File: config.mk
export PLATFORM = sky130hd
export DESIGN_NAME = gen_trafico_qos
export DESIGN_NICKNAME = d
export VERILOG_FILES = /design/src/rtl/gen_trafico_qos_pkg.sv /design/src/rtl/gen_trafico_qos_lfsr_gen.sv /design/src/rtl/gen_trafico_qos.sv
export SDC_FILE = /design/constraint.sdc
export NUM_CORES = 1
export LEC_CHECK = 0
export BUFFER_PORTS_ARGS = -buffer_cell sky130_fd_sc_hd__buf_2
export CORE_MARGIN = 2
export CORE_UTILIZATION = 35
export DETAILED_ROUTE_END_ITERATION = 10
export PLACE_DENSITY_LB_ADDON = 0.15
export SLEW_MARGIN = 25
export SYNTH_ARGS = -nofsm -noshare
export SYNTH_HDL_FRONTEND = slang
export SYNTH_HIERARCHICAL = 1
export SYNTH_SLANG_ARGS = --single-unit
File: constraint.sdc
create_clock -name clk -period 3 [get_ports clk]
set_input_delay 0.45 -clock clk [delete_from_list [all_inputs] [get_ports clk]]
set_output_delay 0.45 -clock clk [all_outputs]
set_load 0.01 [all_outputs]
File: src/rtl/gen_trafico_qos_pkg.sv
// gen_trafico_qos_pkg: FSM state encoding, default parameters and LFSR tap table for the traffic generator
package gen_trafico_qos_pkg;

    typedef enum logic [2:0] {S_IDLE, S_INIT, S_SEND, S_DRAIN, S_DONE} state_t;

    localparam int DEF_BW      = 6;
    localparam int DEF_N_DEST  = 2;
    localparam int DEF_CNT_W   = 16;
    localparam int DEF_TIMEOUT = 256;

    // Galois right-shift feedback masks giving maximal-length sequences for widths 2..16
    function automatic logic [15:0] lfsr_taps(input int w);
        case (w)
            2:       return 16'h0003;
            3:       return 16'h0006;
            4:       return 16'h000C;
            5:       return 16'h0014;
            6:       return 16'h0030;
            7:       return 16'h0060;
            8:       return 16'h00B8;
            9:       return 16'h0110;
            10:      return 16'h0240;
            11:      return 16'h0500;
            12:      return 16'h0E08;
            13:      return 16'h1C80;
            14:      return 16'h3802;
            15:      return 16'h6000;
            default: return 16'hD008;
        endcase
    endfunction

endpackage

File: src/rtl/gen_trafico_qos_lfsr_gen.sv
// lfsr_gen: maximal-length Galois LFSR payload source, seeded to 1 on load, advanced on step
//  clk, reset  clock / synchronous active-high reset
//  load        reseed to 1
//  step        advance one state
//  q           current LFSR value (width W, 2..16)
module lfsr_gen
    import gen_trafico_qos_pkg::*;
#(
    parameter int W = 5
) (
    input  logic         clk,
    input  logic         reset,
    input  logic         load,
    input  logic         step,
    output logic [W-1:0] q
);

    localparam logic [W-1:0] TAPS = W'(lfsr_taps(W));

    always_ff @(posedge clk) begin
        if (reset || load)
            q <= W'(1);
        else if (step)
            q <= (q >> 1) ^ (q[0] ? TAPS : '0);
    end

endmodule

File: src/rtl/gen_trafico_qos.sv
// gen_trafico_qos: traffic generator/checker for the Main->Dn FIFO path (payload from LFSR when GEN_LFSR_EN is defined, else a counter)
//  clk, reset            clock / synchronous active-high reset
//  start                 run request, accepted in IDLE or DONE
//  cfg_num_words         words to send, latched on accepted start
//  cfg_rd_mask           per-destination read enable, latched on accepted start
//  main_full/wr/data     Main FIFO push interface
//  dst_empty/error/rd    per-destination FIFO status and pops
//  dst_data              per-destination read data, valid the cycle after a pop
//  init/busy/done/pass   status; mismatch/timeout are sticky error flags
module gen_trafico_qos
    import gen_trafico_qos_pkg::*;
#(
    parameter int BW      = DEF_BW,
    parameter int N_DEST  = DEF_N_DEST,
    parameter int DEST_W  = $clog2(N_DEST),
    parameter int CNT_W   = DEF_CNT_W,
    parameter int TIMEOUT = DEF_TIMEOUT
) (
    input  logic                 clk,
    input  logic                 reset,
    input  logic                 start,
    input  logic [CNT_W-1:0]     cfg_num_words,
    input  logic [N_DEST-1:0]    cfg_rd_mask,
    input  logic                 main_full,
    output logic                 main_wr,
    output logic [BW-1:0]        main_data,
    input  logic [N_DEST-1:0]    dst_empty,
    input  logic [N_DEST-1:0]    dst_error,
    output logic [N_DEST-1:0]    dst_rd,
    input  logic [N_DEST*BW-1:0] dst_data,
    output logic                 init,
    output logic                 busy,
    output logic                 done,
    output logic                 pass,
    output logic [N_DEST-1:0]    mismatch,
    output logic                 timeout
);

    localparam int PW = BW - DEST_W;
    localparam int TW = $clog2(TIMEOUT + 1);

    state_t            state, state_n;
    logic [CNT_W-1:0]  num, sent;
    logic [N_DEST-1:0] mask, rd_q, eq;
    logic [DEST_W-1:0] d_idx;
    logic [PW-1:0]     payload;
    logic [TW-1:0]     tmo;
    logic              acc, push, active, tmo_hit, all_rcvd;
    logic              unused_ok;

    assign unused_ok = ^dst_data;
    assign acc       = start && (state == S_IDLE || state == S_DONE);
    assign push      = state == S_SEND && !main_full && sent < num;
    assign dst_rd    = (state == S_SEND || state == S_DRAIN) ? mask & ~dst_empty & ~dst_error : '0;
    // a pop, a push in flight or a word about to be checked all count as progress
    assign active    = |dst_rd || main_wr || |rd_q;
    assign tmo_hit   = state == S_DRAIN && !active && tmo == TW'(TIMEOUT - 1);
    assign all_rcvd  = &eq;
    assign init      = state == S_INIT;
    assign busy      = state == S_INIT || state == S_SEND || state == S_DRAIN;
    assign done      = state == S_DONE;
    assign pass      = done && !timeout && !(|mismatch) && !(|(dst_error & mask)) && all_rcvd;

    always_comb begin
        state_n = state;
        case (state)
            S_IDLE:  state_n = acc ? S_INIT : S_IDLE;
            S_INIT:  state_n = S_SEND;
            S_SEND:  state_n = sent == num ? S_DRAIN : S_SEND;
            S_DRAIN: state_n = (all_rcvd || tmo_hit) ? S_DONE : S_DRAIN;
            S_DONE:  state_n = acc ? S_INIT : S_DONE;
            default: state_n = S_IDLE;
        endcase
    end

    always_ff @(posedge clk) begin
        if (reset) begin
            state     <= S_IDLE;
            num       <= '0;
            mask      <= '0;
            sent      <= '0;
            d_idx     <= '0;
            main_wr   <= 1'b0;
            main_data <= '0;
            rd_q      <= '0;
            tmo       <= '0;
            timeout   <= 1'b0;
        end else begin
            state   <= state_n;
            main_wr <= push;
            rd_q    <= dst_rd;
            tmo     <= (state != S_DRAIN || active) ? '0 : tmo + TW'(1);
            if (acc) begin
                num  <= cfg_num_words;
                mask <= cfg_rd_mask;
            end
            if (state == S_INIT) begin
                sent    <= '0;
                d_idx   <= '0;
                timeout <= 1'b0;
            end else begin
                if (tmo_hit)
                    timeout <= 1'b1;
                if (push) begin
                    sent      <= sent + CNT_W'(1);
                    d_idx     <= d_idx == DEST_W'(N_DEST - 1) ? '0 : d_idx + DEST_W'(1);
                    main_data <= {d_idx, payload};
                end
            end
        end
    end

`ifdef GEN_LFSR_EN
    lfsr_gen #(.W(PW)) u_lfsr (
        .clk   (clk),
        .reset (reset),
        .load  (state == S_INIT),
        .step  (push),
        .q     (payload)
    );
`else
    always_ff @(posedge clk)
        payload <= (reset || state == S_INIT) ? '0 : payload + PW'(push);
`endif

    for (genvar i = 0; i < N_DEST; i++) begin : g_dst
        logic [CNT_W-1:0] sent_c, rcvd_c;
        logic             mm;
        always_ff @(posedge clk) begin
            if (reset || state == S_INIT) begin
                sent_c <= '0;
                rcvd_c <= '0;
                mm     <= 1'b0;
            end else begin
                if (push && d_idx == DEST_W'(i))
                    sent_c <= sent_c + CNT_W'(~&sent_c);
                if (rd_q[i]) begin
                    rcvd_c <= rcvd_c + CNT_W'(~&rcvd_c);
                    if (dst_data[i*BW+BW-1 -: DEST_W] != DEST_W'(i))
                        mm <= 1'b1;
                end
            end
        end
        // masked destinations never hold up completion
        assign eq[i]       = ~mask[i] | (rcvd_c == sent_c);
        assign mismatch[i] = mm;
    end

endmodule
# [After elaboration in Yosys (flattened, before gate mapping)]
# Cells that the tools add are included.
[word_totals] reg_bits=128 inputBits=38 out_inout_bits=16 word_cells=98
[op_classes] add_sub_neg=8 magnitude_cmp=1 eq_ne=9 muxes=7 n_bitwise=12 n_reduce_logical=44
[op_table] cell="$add 16x1->16" n=4
[op_table] cell="$reduce_and 16->1" n=4
[op_table] cell="$eq 16x16->1" n=3
[op_table] cell="$add 16x1->16 const B" n=1
[op_table] cell="$lt 16x16->1" n=1
[op_table] cell="$pmux 3 s5" n=1
[op_table] cell="$reduce_or 2->1" n=6
[op_table] cell="$logic_and 1x1->1" n=11
[op_table] cell="$add 9x1->9 const B" n=1
[op_table] cell="$eq 9x8->1 const B" n=1
[op_table] cell="$logic_not 1->1" n=9
[op_table] cell="$logic_or 1x1->1" n=9
[op_table] cell="$reduce_and 2->1" n=4
[op_table] cell="$and 2x2->2" n=3
[op_table] cell="$eq 3x2->1 const B" n=2
[op_table] cell="$mux 3" n=2
[op_table] cell="$add 5x1->5" n=1
[op_table] cell="$not 1->1" n=5
[op_table] cell="$not 2->2" n=2
[op_table] cell="$eq 3x1->1 const B" n=1
[op_table] cell="$eq 3x3->1 const B" n=1
[op_table] cell="$logic_not 3->1" n=1
[op_table] cell="$mux 1" n=3
[op_table] cell="$ne 3x2->1 const B" n=1
[op_table] cell="other kinds (3)" n=4

# [Depth between registers and ports, before layout]
# Gate-level depths: netlist of the first run.
[logic_depth] depth_word=13 ltp_mapped=15 mapped_depth_nobuf=12

# [Least setup slack after synthesis of the first run]
# No wires, ideal clock.
[synth_path] path_kind="reg-to-reg" start="reg num[11]" end="reg payload[4]" setup_time_ns=0.128 arrival_ns=2.761 required_time_ns=2.872 slack_ns=0.111 path_stages_with_launch=16 period_less_slack_ns=2.889 cell_sequence="dfxtp_1 -> inv_1 -> ha_1 -> a21oi_1 -> o21ai_0 -> a22o_1 -> clkbuf_1 -> or3_4 -> buf_2 -> inv_1 -> buf_2 -> ha_1 -> ha_1 -> nand3_1 -> xor2_1 -> nor2_1"
[synth_between] elab_chain_len=3
[synth_rtl] item="start: declaration" line="gen_trafico_qos.sv:43" text="logic [CNT_W-1:0] num, sent;"
[synth_rtl] item="start signal: assignment" line="gen_trafico_qos.sv:94" text="num <= cfg_num_words;"
[synth_rtl] item="$lt 16x16->1" line="gen_trafico_qos.sv:53" text="assign push = state == S_SEND && !main_full && sent < num;"
[synth_rtl] item="$logic_and 1x1->1" line="gen_trafico_qos.sv:53"
[synth_rtl] item="net push" line="gen_trafico_qos.sv:48" text="logic acc, push, active, tmo_hit, all_rcvd;"
[synth_rtl] item="$add 5x1->5" line="gen_trafico_qos.sv:123" text="payload <= (reset || state == S_INIT) ? '0 : payload + PW'(push);"
[synth_rtl] item="end signal: assignment" line="gen_trafico_qos.sv:123"
[synth_rtl] item="end: declaration" line="gen_trafico_qos.sv:46" text="logic [PW-1:0] payload;"
# The timed path passes the listed nets, and every way through them passes these cells.
# A chain may end at the register's enable or synchronous reset.

# [Worst setup path after layout of the first run]
[layout_path] start="reg g_dst[0].sent_c[11]" end="out pass"
[layout_between] elab_chain_len=4
[layout_rtl] item="start: declaration" line="gen_trafico_qos.sv:127" text="logic [CNT_W-1:0] sent_c, rcvd_c;"
[layout_rtl] item="start signal: assignment" line="gen_trafico_qos.sv:136" text="sent_c <= sent_c + CNT_W'(~&sent_c);"
[layout_rtl] item="$eq 16x16->1" line="gen_trafico_qos.sv:145" text="assign eq[i] = ~mask[i] | (rcvd_c == sent_c);"
[layout_rtl] item="$or 1x1->1" line="gen_trafico_qos.sv:145"
[layout_rtl] item="$reduce_and 2->1" line="gen_trafico_qos.sv:58" text="assign all_rcvd = &eq;"
[layout_rtl] item="$logic_and 1x1->1" line="gen_trafico_qos.sv:62" text="assign pass = done && !timeout && !(|mismatch) && !(|(dst_error & mask)) && all_rcvd;"
[layout_rtl] item="end: declaration" line="gen_trafico_qos.sv:34" text="output logic pass,"
# Every way passes these cells.

==> impl_metrics.tcl, run 1 <==
set metrics [dict create \
    status "finished, final reports clean" \
    syn_area_sq_um 6379 \
    rows 49 \
    ios 54 \
    synth_area_leader_cell "dfxtp_1" \
    synth.most_common_cell "dfxtp_1" \
    clk_root_buffer_cell "clkbuf_16" \
    irDropWorstVdd_uv 376.7 \
    powerDensity_nw_per_um2 527.2 \
    fin_worst_skew_ns 0.01230 \
    leakage_nw 2.602 \
    synth_compound_area_share_pct 9.592 \
    multi_input_comb_area_sq_um 3550 \
    min_path_type "in -> reg" \
    final_hold_viol_count 0 \
    dp_hpwl_microns 10970 \
    via_per_inst 5.134 \
    maxSlewHeadroom_pct 49.48 \
    crit_buf_inv 1 \
    layout-drive-gt1-share_pct 11.74 \
    startpoint "g_dst[0].sent_c[11]$_SDFFE_PP0P_" \
    report.final.slew_viol_count 0 \
    synth_fp_nets 844 \
    maxCapViolations 0 \
    slowest_delay_ns 0.62 \
    grt_pass1_vias 5161 \
    grt_first_pass_wirelength_microns 25500 \
    cts_max_path_buffers 2 \
    final_area_sq_um 7370 \
    firstDrtPassIters 4 \
    r2r-start "num[14]$_SDFFE_PP0P_" \
    swShare_pct 26.19 \
    comb_power_share_pct 6.2 \
    hold_ws_ns 0.2582 \
    slowest_stage "o41ai_1" \
    drc 0 \
    gr-usage-all-layers_pct 16.11 \
    initial_utilization_pct 35.63 \
    synth-edff-count 0 \
    grt_max_degree 36 \
    worstPathCellList "xnor2_1 > nand4_1 > o41ai_1 > nand2_1 > nor2_1 > buf_2" \
    synth_common_cells "dfxtp_1, nand2_1, nor2_1" \
    reg2regPathDepth 9 \
    routedWlPerCell_microns 14.47 \
    yosysWarnings 6 \
    worst_path_dominant_cell_family "compound AO/OA/AOI/OAI gates" \
    synth_top_family_by_area "simple AND/OR/NAND/NOR gates" \
    die_w_microns 139 \
    cp.depth 6 \
    p_switching_w 0.001018 \
    fin_crit_ns 2.807 \
    grt_antenna_before_repair 0 \
    drt-total-wl_microns 15270 \
    clock_sinks 128 \
    critPathMaxFanout 7 \
    die-area_sq_um 19320 \
    fmax_mhz 356.2 \
    synth_cell_types 46 \
    min_from "cfg_num_words[12]" \
    ant_nets 0 \
    yosys.area_share.simple_pct 27.52 \
    gp_congestion 0.8134 \
    place_area_sq_um 6817 \
    avgSynthCellArea_sq_um 8.209 \
    drt_first_iter_violations 276 \
    yosys.area_share.adder_pct 5.689 \
    synthArstFlopShare_pct 0 \
    p_seq_share_pct 44.8 \
    cts_tree "done" \
    syn_inst 777 \
    ys_seq_area_share_pct 40.17 \
    grt-ovfl-total 0 \
    fin_nets 880 \
    cts_buffers 17 \
    coreArea_sq_um 17900 \
    hold_depth 3 \
    clk_pin_slew_ns 0.06 \
    end_kind "output pin" \
    fp.dieH_microns 139 \
    p_clk_share_pct 49.0 \
    tns_ns 0 \
    critPathKind "reg -> out" \
    syn2layout_area_growth_pct 15.54 \
    rsz0062_at_grt "false" \
    synth-xor-area-share_pct 11.67 \
    critPathLaunchType "flip-flop" \
    synth_ff_type "dfxtp_1" \
    setup_viol 0 \
    htreeDepth 4 \
    min_period_over_period_pct 93.57 \
    synth_top_area_share_pct 40.17 \
    tightest_slew_ns 0.7578 \
    cp.required_ns 2.55 \
    crit_arrival_ns 2.36 \
    port_buffers 43 \
    ff_latch_area_sq_um 2562 \
    clock_latency_ns 0.43 \
    via_count 5416 \
    fin_util_pct 41.17 \
    diodes 0 \
    ys_ff_latch 128 \
    synth_area_leaders "dfxtp_1, xnor2_1, ha_1" \
    muxShareOfSynthArea_pct 0.9415 \
    p_int_w 0.002868 \
    n_fill_cell 1851 \
]
worst min-delay path, delay by kind of cell:
family,cells,cell delay (ns)
AO/OA/AOI/OAI,1,0.05
buffers and inverters,1,0.09
AND/OR/NAND/NOR,1,0.04
flip-flops by register name, summed over array words and instances, names as in the netlist:
register,cells
state,3
num,16
main_data,6
g_dst.mm,2
mask,2
rd_q,2
tmo,9
payload,5
main_wr,1
timeout,1
g_dst.sent_c,32
g_dst.rcvd_c,32
d_idx,1
sent,16
cells by family (layout without fill, tap and decap cells):
kind of cell,after synthesis,after routing
AND/OR/NAND/NOR,351,352
flip-flops,128,128
AO/OA/AOI/OAI,106,106
XOR/XNOR,85,85
buffers and inverters,72,120
adder cells (fa/ha/maj),29,29
multiplexers,6,6
worst paths after layout:
path | endpoint | slack (ns)
worst max-delay path | pass | 0.19
worst min-delay path | num[12]$_SDFFE_PP0P_ | 0.26
worst max register to register | g_dst[0].sent_c[13]$_SDFFE_PP0P_ | 0.20
worst min register to register | num[14]$_SDFFE_PP0P_ | 0.46
layout make-up:
type                    instances  share of cell area [%]
repair buffers                 56                   4.244
clock inverters                14                   1.477
clock buffers                  18                   5.823
flip-flops and latches        128                   34.77
well taps                     229                   3.888
multi-input cells             578                   48.17
inverters                      32                   1.630
cell usage in the layout, fill, tap and decap left out, drive strengths merged, types with 4 or more instances in the layout:
| master | synthesis | routed |
|---|---|---|
| a21oi | 60 | 60 |
| and2 | 12 | 12 |
| and3 | 16 | 16 |
| buf | 11 | 56 |
| clkbuf | 29 | 18 |
| clkinv | 0 | 6 |
| dfxtp | 128 | 128 |
| ha | 29 | 29 |
| inv | 32 | 38 |
| mux2i | 6 | 6 |
| nand2 | 95 | 95 |
| nand3 | 40 | 40 |
| nand4 | 34 | 34 |
| nor2 | 81 | 81 |
| nor2b | 4 | 4 |
| nor3 | 8 | 8 |
| nor4 | 19 | 19 |
| o211ai | 7 | 7 |
| o21ai | 19 | 19 |
| o31ai | 5 | 5 |
| or3 | 16 | 17 |
| or4 | 10 | 10 |
| xnor2 | 66 | 66 |
| xor2 | 19 | 19 |
routing by layer:
layer  up-vias  track usage [%]  wire [microns]
li1       2766                -               -
met1      2545            21.91            7460
met2        87            25.54            6947
met3        18            3.798             649
met4         0            4.785             211
met5         -                0               0
power groups by stage:
| stage | registers (W) | logic [W] | clock network (W) |
|---|---|---|---|
| 2_1_floorplan | 0.00177 | 0.000157 | 0 |
| 3_3_place_gp | 0.00178 | 0.000234 | 0 |
| 3_5_place_dp | 0.00178 | 0.000239 | 0 |
| 4_1_cts | 0.00174 | 0.000240 | 0.00194 |
| 5_1_grt | 0.00174 | 0.000269 | 0.00203 |
| 6_report | 0.00174 | 0.000240 | 0.00190 |
repair_timing:
action	CTS	global route
hold buffers	0	0
endpoints found under the setup margin	0	1
gates resized for setup	0	2
setup buffers	0	0
through the flow:
| step | setup slack [ns] | power (W) | cells |
|---|---|---|---|
| 5_1_grt | 0.01111 | 0.004048 | 1055 |
| 3_3_place_gp | 0.2299 | 0.002013 | 1022 |
| 6_report | 0.1928 | 0.003885 | 1055 |
| 4_1_cts | 0.09557 | 0.003923 | 1054 |
| 3_5_place_dp | 0.1769 | 0.002018 | 1022 |
| 2_1_floorplan | 0.1112 | 0.001929 | 777 |
Note: power is estimated with default switching activity, not from simulation.
==> run 2: changes to the inputs <==
--- a/config.mk
+++ b/config.mk
@@ -6,6 +6,8 @@
 export NUM_CORES = 1
 export LEC_CHECK = 0
 export BUFFER_PORTS_ARGS = -buffer_cell sky130_fd_sc_hd__buf_2
+export CELL_PAD_IN_SITES_DETAIL_PLACEMENT = 1
+export CELL_PAD_IN_SITES_GLOBAL_PLACEMENT = 1
 export CORE_MARGIN = 2
 export CORE_UTILIZATION = 35
 export DETAILED_ROUTE_END_ITERATION = 10
==> impl_metrics.tcl, run 2 (synthesized netlist as in run 1, its figures left out) <==
set metrics [dict create \
    gr-usage-met3_pct 4.006 \
    dp.cells 1021 \
    clock_latency_ns 0.43 \
    ctsResizeCount 0 \
    n_fill_cell 2158 \
    largestRegisters "g_dst.rcvd_c: 32 flops, g_dst.sent_c: 32 flops" \
    initial_utilization_pct 35.63 \
    fin_nets 878 \
    dp_hpwl_microns 12390 \
    final_hold_viol_count 0 \
    critPathLaunchType "flip-flop" \
    htreeDepth 4 \
    diodes 0 \
    worstPathCellList "inv_1 > ha_1 > a21oi_1 > nand2_1 > a2111o_1 > or3_4 > inv_2 > ha_1 > ha_1 > nand3_1 > xor2_1 > nor2_1" \
    min_period_over_period_pct 93.46 \
    cts_tree "done" \
    maxCapViolations 0 \
    cp_common_cell "ha_1" \
    die-area_sq_um 19320 \
    maxSlewHeadroom_pct 51.36 \
    firstDrtPassIters 4 \
    crit_arrival_ns 3.11 \
    cts_buffers 17 \
    via_count 5522 \
    via_per_inst 5.249 \
    clk_pin_slew_ns 0.07 \
    gr-usage-all-layers_pct 17.93 \
    grt_max_degree 54 \
    fmax_mhz 356.7 \
    clk_root_buffer_cell "clkbuf_16" \
    crit_buf_inv 2 \
    clock_sinks 128 \
    worst_path_dominant_cell_family "simple AND/OR/NAND/NOR gates" \
    setup_viol 0 \
    final_cell_mix "dfxtp_1, nand2_1, nor2_1" \
    grt_antenna_before_repair 0 \
    gp_congestion 0.7984 \
    cts_setup_buffers 0 \
    layout-drive-gt1-share_pct 11.66 \
    fp.dieH_microns 139 \
    fin_crit_ns 2.804 \
    grt_pass1_vias 5749 \
    syn2layout_area_growth_pct 16.42 \
    report.final.slew_viol_count 0 \
    routedWlPerCell_microns 16.11 \
    grt_use_met1_pct 22.66 \
    critPathKind "reg -> reg" \
    ant_nets 0 \
    critPathMaxFanout 26 \
    leakage_nw 2.632 \
    grt-ovfl-total 0 \
    drc 0 \
    tns_ns 0 \
    ios 54 \
    cts_max_path_buffers 2 \
    powerDensity_nw_per_um2 555.9 \
    rows 49 \
    die_w_microns 139 \
    grt_first_pass_wirelength_microns 28500 \
    status "finished, final reports clean" \
    cp.required_ns 3.31 \
    rsz0062_at_grt "false" \
    slowest_delay_ns 0.56 \
    port_buffers 43 \
    min_path_type "in -> reg" \
    tightest_slew_ns 0.7296 \
    coreArea_sq_um 17900 \
    fin_worst_skew_ns 0.01866 \
    final_common_cell "dfxtp_1" \
    drt_first_iter_violations 146 \
    fin_cells 1052 \
    holdBufCountCts 0 \
    end_kind "flip-flop" \
    use_met2_pct 31.35 \
    drt-total-wl_microns 16950 \
    grt_busiest_layer "met2" \
    slowest_stage "or3_4" \
    irDropWorstVdd_uv 397.0 \
]
run 2: metrics by stage:
step	instance area [sq um]	worst slack [ns]	util [%]	hold slack [ns]	total power [W]
5_1_grt	7426	0.006730	41.48	0.2545	0.004277
2_1_floorplan	6379	0.1112	-	0.4362	0.001929
4_1_cts	7415	0.08024	41.42	0.2417	0.004177
3_5_place_dp	6809	0.1664	38.03	0.4476	0.002021
6_report	7426	0.1962	41.48	0.2544	0.004128
3_3_place_gp	6809	0.2568	38.03	0.4431	0.002014
run 2: power breakdown:
part	switching [W]	internal (W)	leakage (nW)	total [W]
Clock	0.000833	0.00131	0.291	0.00215
Sequential	0.0000194	0.00172	1.03	0.00174
Combinational	0.000165	0.0000725	1.31	0.000238
run 2: worst reg2reg max path: stages, from the launching register on:
cell	delay [ns]
dfxtp_1	0.33
inv_1	0.05
ha_1	0.33
a21oi_1	0.14
nand2_1	0.07
a2111o_1	0.44
or3_4	0.56
inv_2	0.11
ha_1	0.16
ha_1	0.19
nand3_1	0.11
xor2_1	0.14
nor2_1	0.05
run 2: final cells by class:
type / instances / area [sq um] / share of cell area (%)
tap: 229 / 286.5 / 3.858
clock inverter: 14 / 180.2 / 2.426
sequential: 128 / 2562 / 34.51
multi-input combinational: 577 / 3546 / 47.75
clock buffer: 17 / 425.4 / 5.729
inverter: 32 / 120.1 / 1.618
timing repair buffer: 55 / 305.3 / 4.111
run 2: final timing paths:
check | end | depth (start not counted) | slack [ns] | from
worst min register to register | num[3]$_SDFFE_PP0P_ | 2 | 0.46 | num[3]$_SDFFE_PP0P_
worst max register to register | payload[4]$_SDFF_PP0_ | 12 | 0.20 | num[14]$_SDFFE_PP0P_
worst min-delay path | num[11]$_SDFFE_PP0P_ | 3 | 0.25 | cfg_num_words[11]
worst max-delay path | payload[4]$_SDFF_PP0_ | 12 | 0.20 | num[14]$_SDFFE_PP0P_
run 2: layer usage:
layer  vias to the layer above  wire length, microns
met1                      2690                  8016
met2                        49                  8441
met4                         0                   105
met3                        11                   383
li1                       2772                     -
met5                         -                     0
==> run 3: changes to the inputs <==
--- a/config.mk
+++ b/config.mk
@@ -8,8 +8,7 @@
 export BUFFER_PORTS_ARGS = -buffer_cell sky130_fd_sc_hd__buf_2
 export CELL_PAD_IN_SITES_DETAIL_PLACEMENT = 1
 export CELL_PAD_IN_SITES_GLOBAL_PLACEMENT = 1
-export CORE_MARGIN = 2
-export CORE_UTILIZATION = 35
+export CORE_UTILIZATION = 41
 export DETAILED_ROUTE_END_ITERATION = 10
 export PLACE_DENSITY_LB_ADDON = 0.15
 export SLEW_MARGIN = 25
==> impl_metrics.tcl, run 3 (synthesized netlist as in run 1, its figures left out) <==
set metrics [dict create \
    critPathMaxFanout 7 \
    min_path_type "in -> reg" \
    fmax_mhz 347.4 \
    initial_utilization_pct 41.96 \
    crit_arrival_ns 2.43 \
    drt_first_iter_violations 283 \
    cts_max_path_buffers 2 \
    die_w_microns 126.7 \
    n_fill_cell 1818 \
    end_kind "output pin" \
    cts_tree "done" \
    via_per_inst 5.458 \
    clock_latency_ns 0.42 \
    slowest_delay_ns 0.62 \
    min_from "cfg_num_words[6]" \
    largestRegisters "g_dst.rcvd_c: 32 flops, g_dst.sent_c: 32 flops" \
    grt_max_degree 35 \
    grt-ovfl-total 0 \
    dp.cells 984 \
    ios 54 \
    final_common_cell "dfxtp_1" \
    maxSlewHeadroom_pct 49.36 \
    fp.dieH_microns 126.7 \
    endpoint "pass" \
    clk_root_buffer_cell "clkbuf_16" \
    min_period_over_period_pct 95.96 \
    comb_power_share_pct 5.9 \
    gr-usage-all-layers_pct 22.39 \
    r2r-start "num[14]$_SDFFE_PP0P_" \
    leakage_nw 2.640 \
    grt_antenna_before_repair 0 \
    drt-total-wl_microns 16840 \
    p_seq_share_pct 42.6 \
    fin_nets 882 \
    clock_sinks 128 \
    clk_pin_slew_ns 0.06 \
    die-area_sq_um 16060 \
    cts_buffers 17 \
    status "finished, final reports clean" \
    reg2reg_setup_slack_ns 0.22 \
    startpoint "g_dst[0].sent_c[11]$_SDFFE_PP0P_" \
    dp_hpwl_microns 11970 \
    gp_congestion 0.8375 \
    rows 45 \
    fin_cells 1016 \
    grt_pass1_vias 5688 \
    powerDensity_nw_per_um2 552.0 \
    final_hold_viol_count 0 \
    worstPathCellList "xnor2_1 > nand4_1 > o41ai_1 > nand2_1 > nor2_1 > buf_2" \
    report.final.slew_viol_count 0 \
    drc 0 \
    irDropWorstVdd_uv 402.6 \
    htreeDepth 4 \
    swShare_pct 24.45 \
    port_buffers 43 \
    worst_path_dominant_cell_family "simple AND/OR/NAND/NOR gates" \
    r2r-end "g_dst[1].sent_c[13]$_SDFFE_PP0P_" \
    syn2layout_area_growth_pct 16.24 \
    coreArea_sq_um 15200 \
    tightest_slew_ns 0.7491 \
    fin_crit_ns 2.879 \
    via_count 5545 \
    slowest_stage "o41ai_1" \
    tns_ns 0 \
    reg2regPathDepth 9 \
    grt_first_pass_wirelength_microns 28450 \
    cp.depth 6 \
    p_clk_share_pct 51.4 \
    crit_buf_inv 1 \
    firstDrtPassIters 5 \
    maxCapViolations 0 \
    dp_slack_ns 0.2049 \
    final_cell_mix "dfxtp_1, nand2_1, nor2_1" \
    final.setup.worst_slack_ns 0.1213 \
    p_int_w 0.003092 \
    critPathLaunchType "flip-flop" \
    ant_nets 0 \
    fin_worst_skew_ns 0.009209 \
    setup_viol 0 \
    layout-drive-gt1-share_pct 12.32 \
    routedWlPerCell_microns 16.58 \
    critPathKind "reg -> out" \
    p_switching_w 0.001001 \
    diodes 0 \
    cp.required_ns 2.55 \
]
run 3: metal layers:
metal | GRT usage (%) | wire length (microns) | vias up
li1 | - | - | 2771
met3 | 4.892 | 462 | 13
met5 | 0 | 0 | -
met1 | 28.41 | 8113 | 2689
met4 | 6.583 | 202 | 0
met2 | 38.15 | 8064 | 72
run 3: how the worst min path moves through the flow:
stage                                            to  cells past startpoint  slack, ns
after floorplan           main_data[0]$_SDFFE_PP0P_                      2       0.44
after global placement         num[12]$_SDFFE_PP0P_                      2       0.45
after detailed placement       num[15]$_SDFFE_PP0P_                      2       0.45
after CTS                       num[6]$_SDFFE_PP0P_                      3       0.25
after global routing            num[2]$_SDFFE_PP0P_                      3       0.26
final                           num[6]$_SDFFE_PP0P_                      3       0.26
run 3: layout make-up:
cell class	instances	area, sq um	share of cell area, %
Clock buffer	20	466.7	6.294
Clock inverter	12	133.9	1.806
Inverter	32	120.1	1.620
Multi-Input combinational cell	577	3561	48.03
Sequential cell	128	2562	34.56
Tap cell	188	235.2	3.172
Timing Repair Buffer	59	335.3	4.522
run 3: worst reg2reg max path, cell delays in order (launching register included):
cell      delay, ns
dfxtp_1        0.33
inv_1          0.05
ha_1           0.34
a21oi_2        0.15
nand2_1        0.07
a2111o_1       0.43
buf_4          0.24
or4b_4         0.61
or3_1          0.34
a21oi_1        0.14
run 3: power groups by stage:
stage	Combinational, W	Sequential, W	Clock, W
after floorplan	0.000157	0.00177	0
after global placement	0.000227	0.00178	0
after detailed placement	0.000236	0.00178	0
after CTS	0.000239	0.00174	0.00215
after global routing	0.000275	0.00175	0.00222
final	0.000243	0.00174	0.00211
run 3: through the flow:
step	power (W)	cell area [sq um]	hold slack, ns	utilization, %
CTS	0.004128	7388	0.2458	48.60
detailed placement	0.002018	6788	0.4514	44.65
global placement	0.002008	6788	0.4489	44.65
floorplan	0.001929	6379	0.4362	-
finish	0.004093	7415	0.2644	48.77
global route	0.004245	7415	0.2588	48.77
run 3: timing repair:
item,4_1_cts,5_1_grt
buffers inserted,0,0
hold buffers,0,0
resized for setup,0,5
setup endpoints to repair,0,5
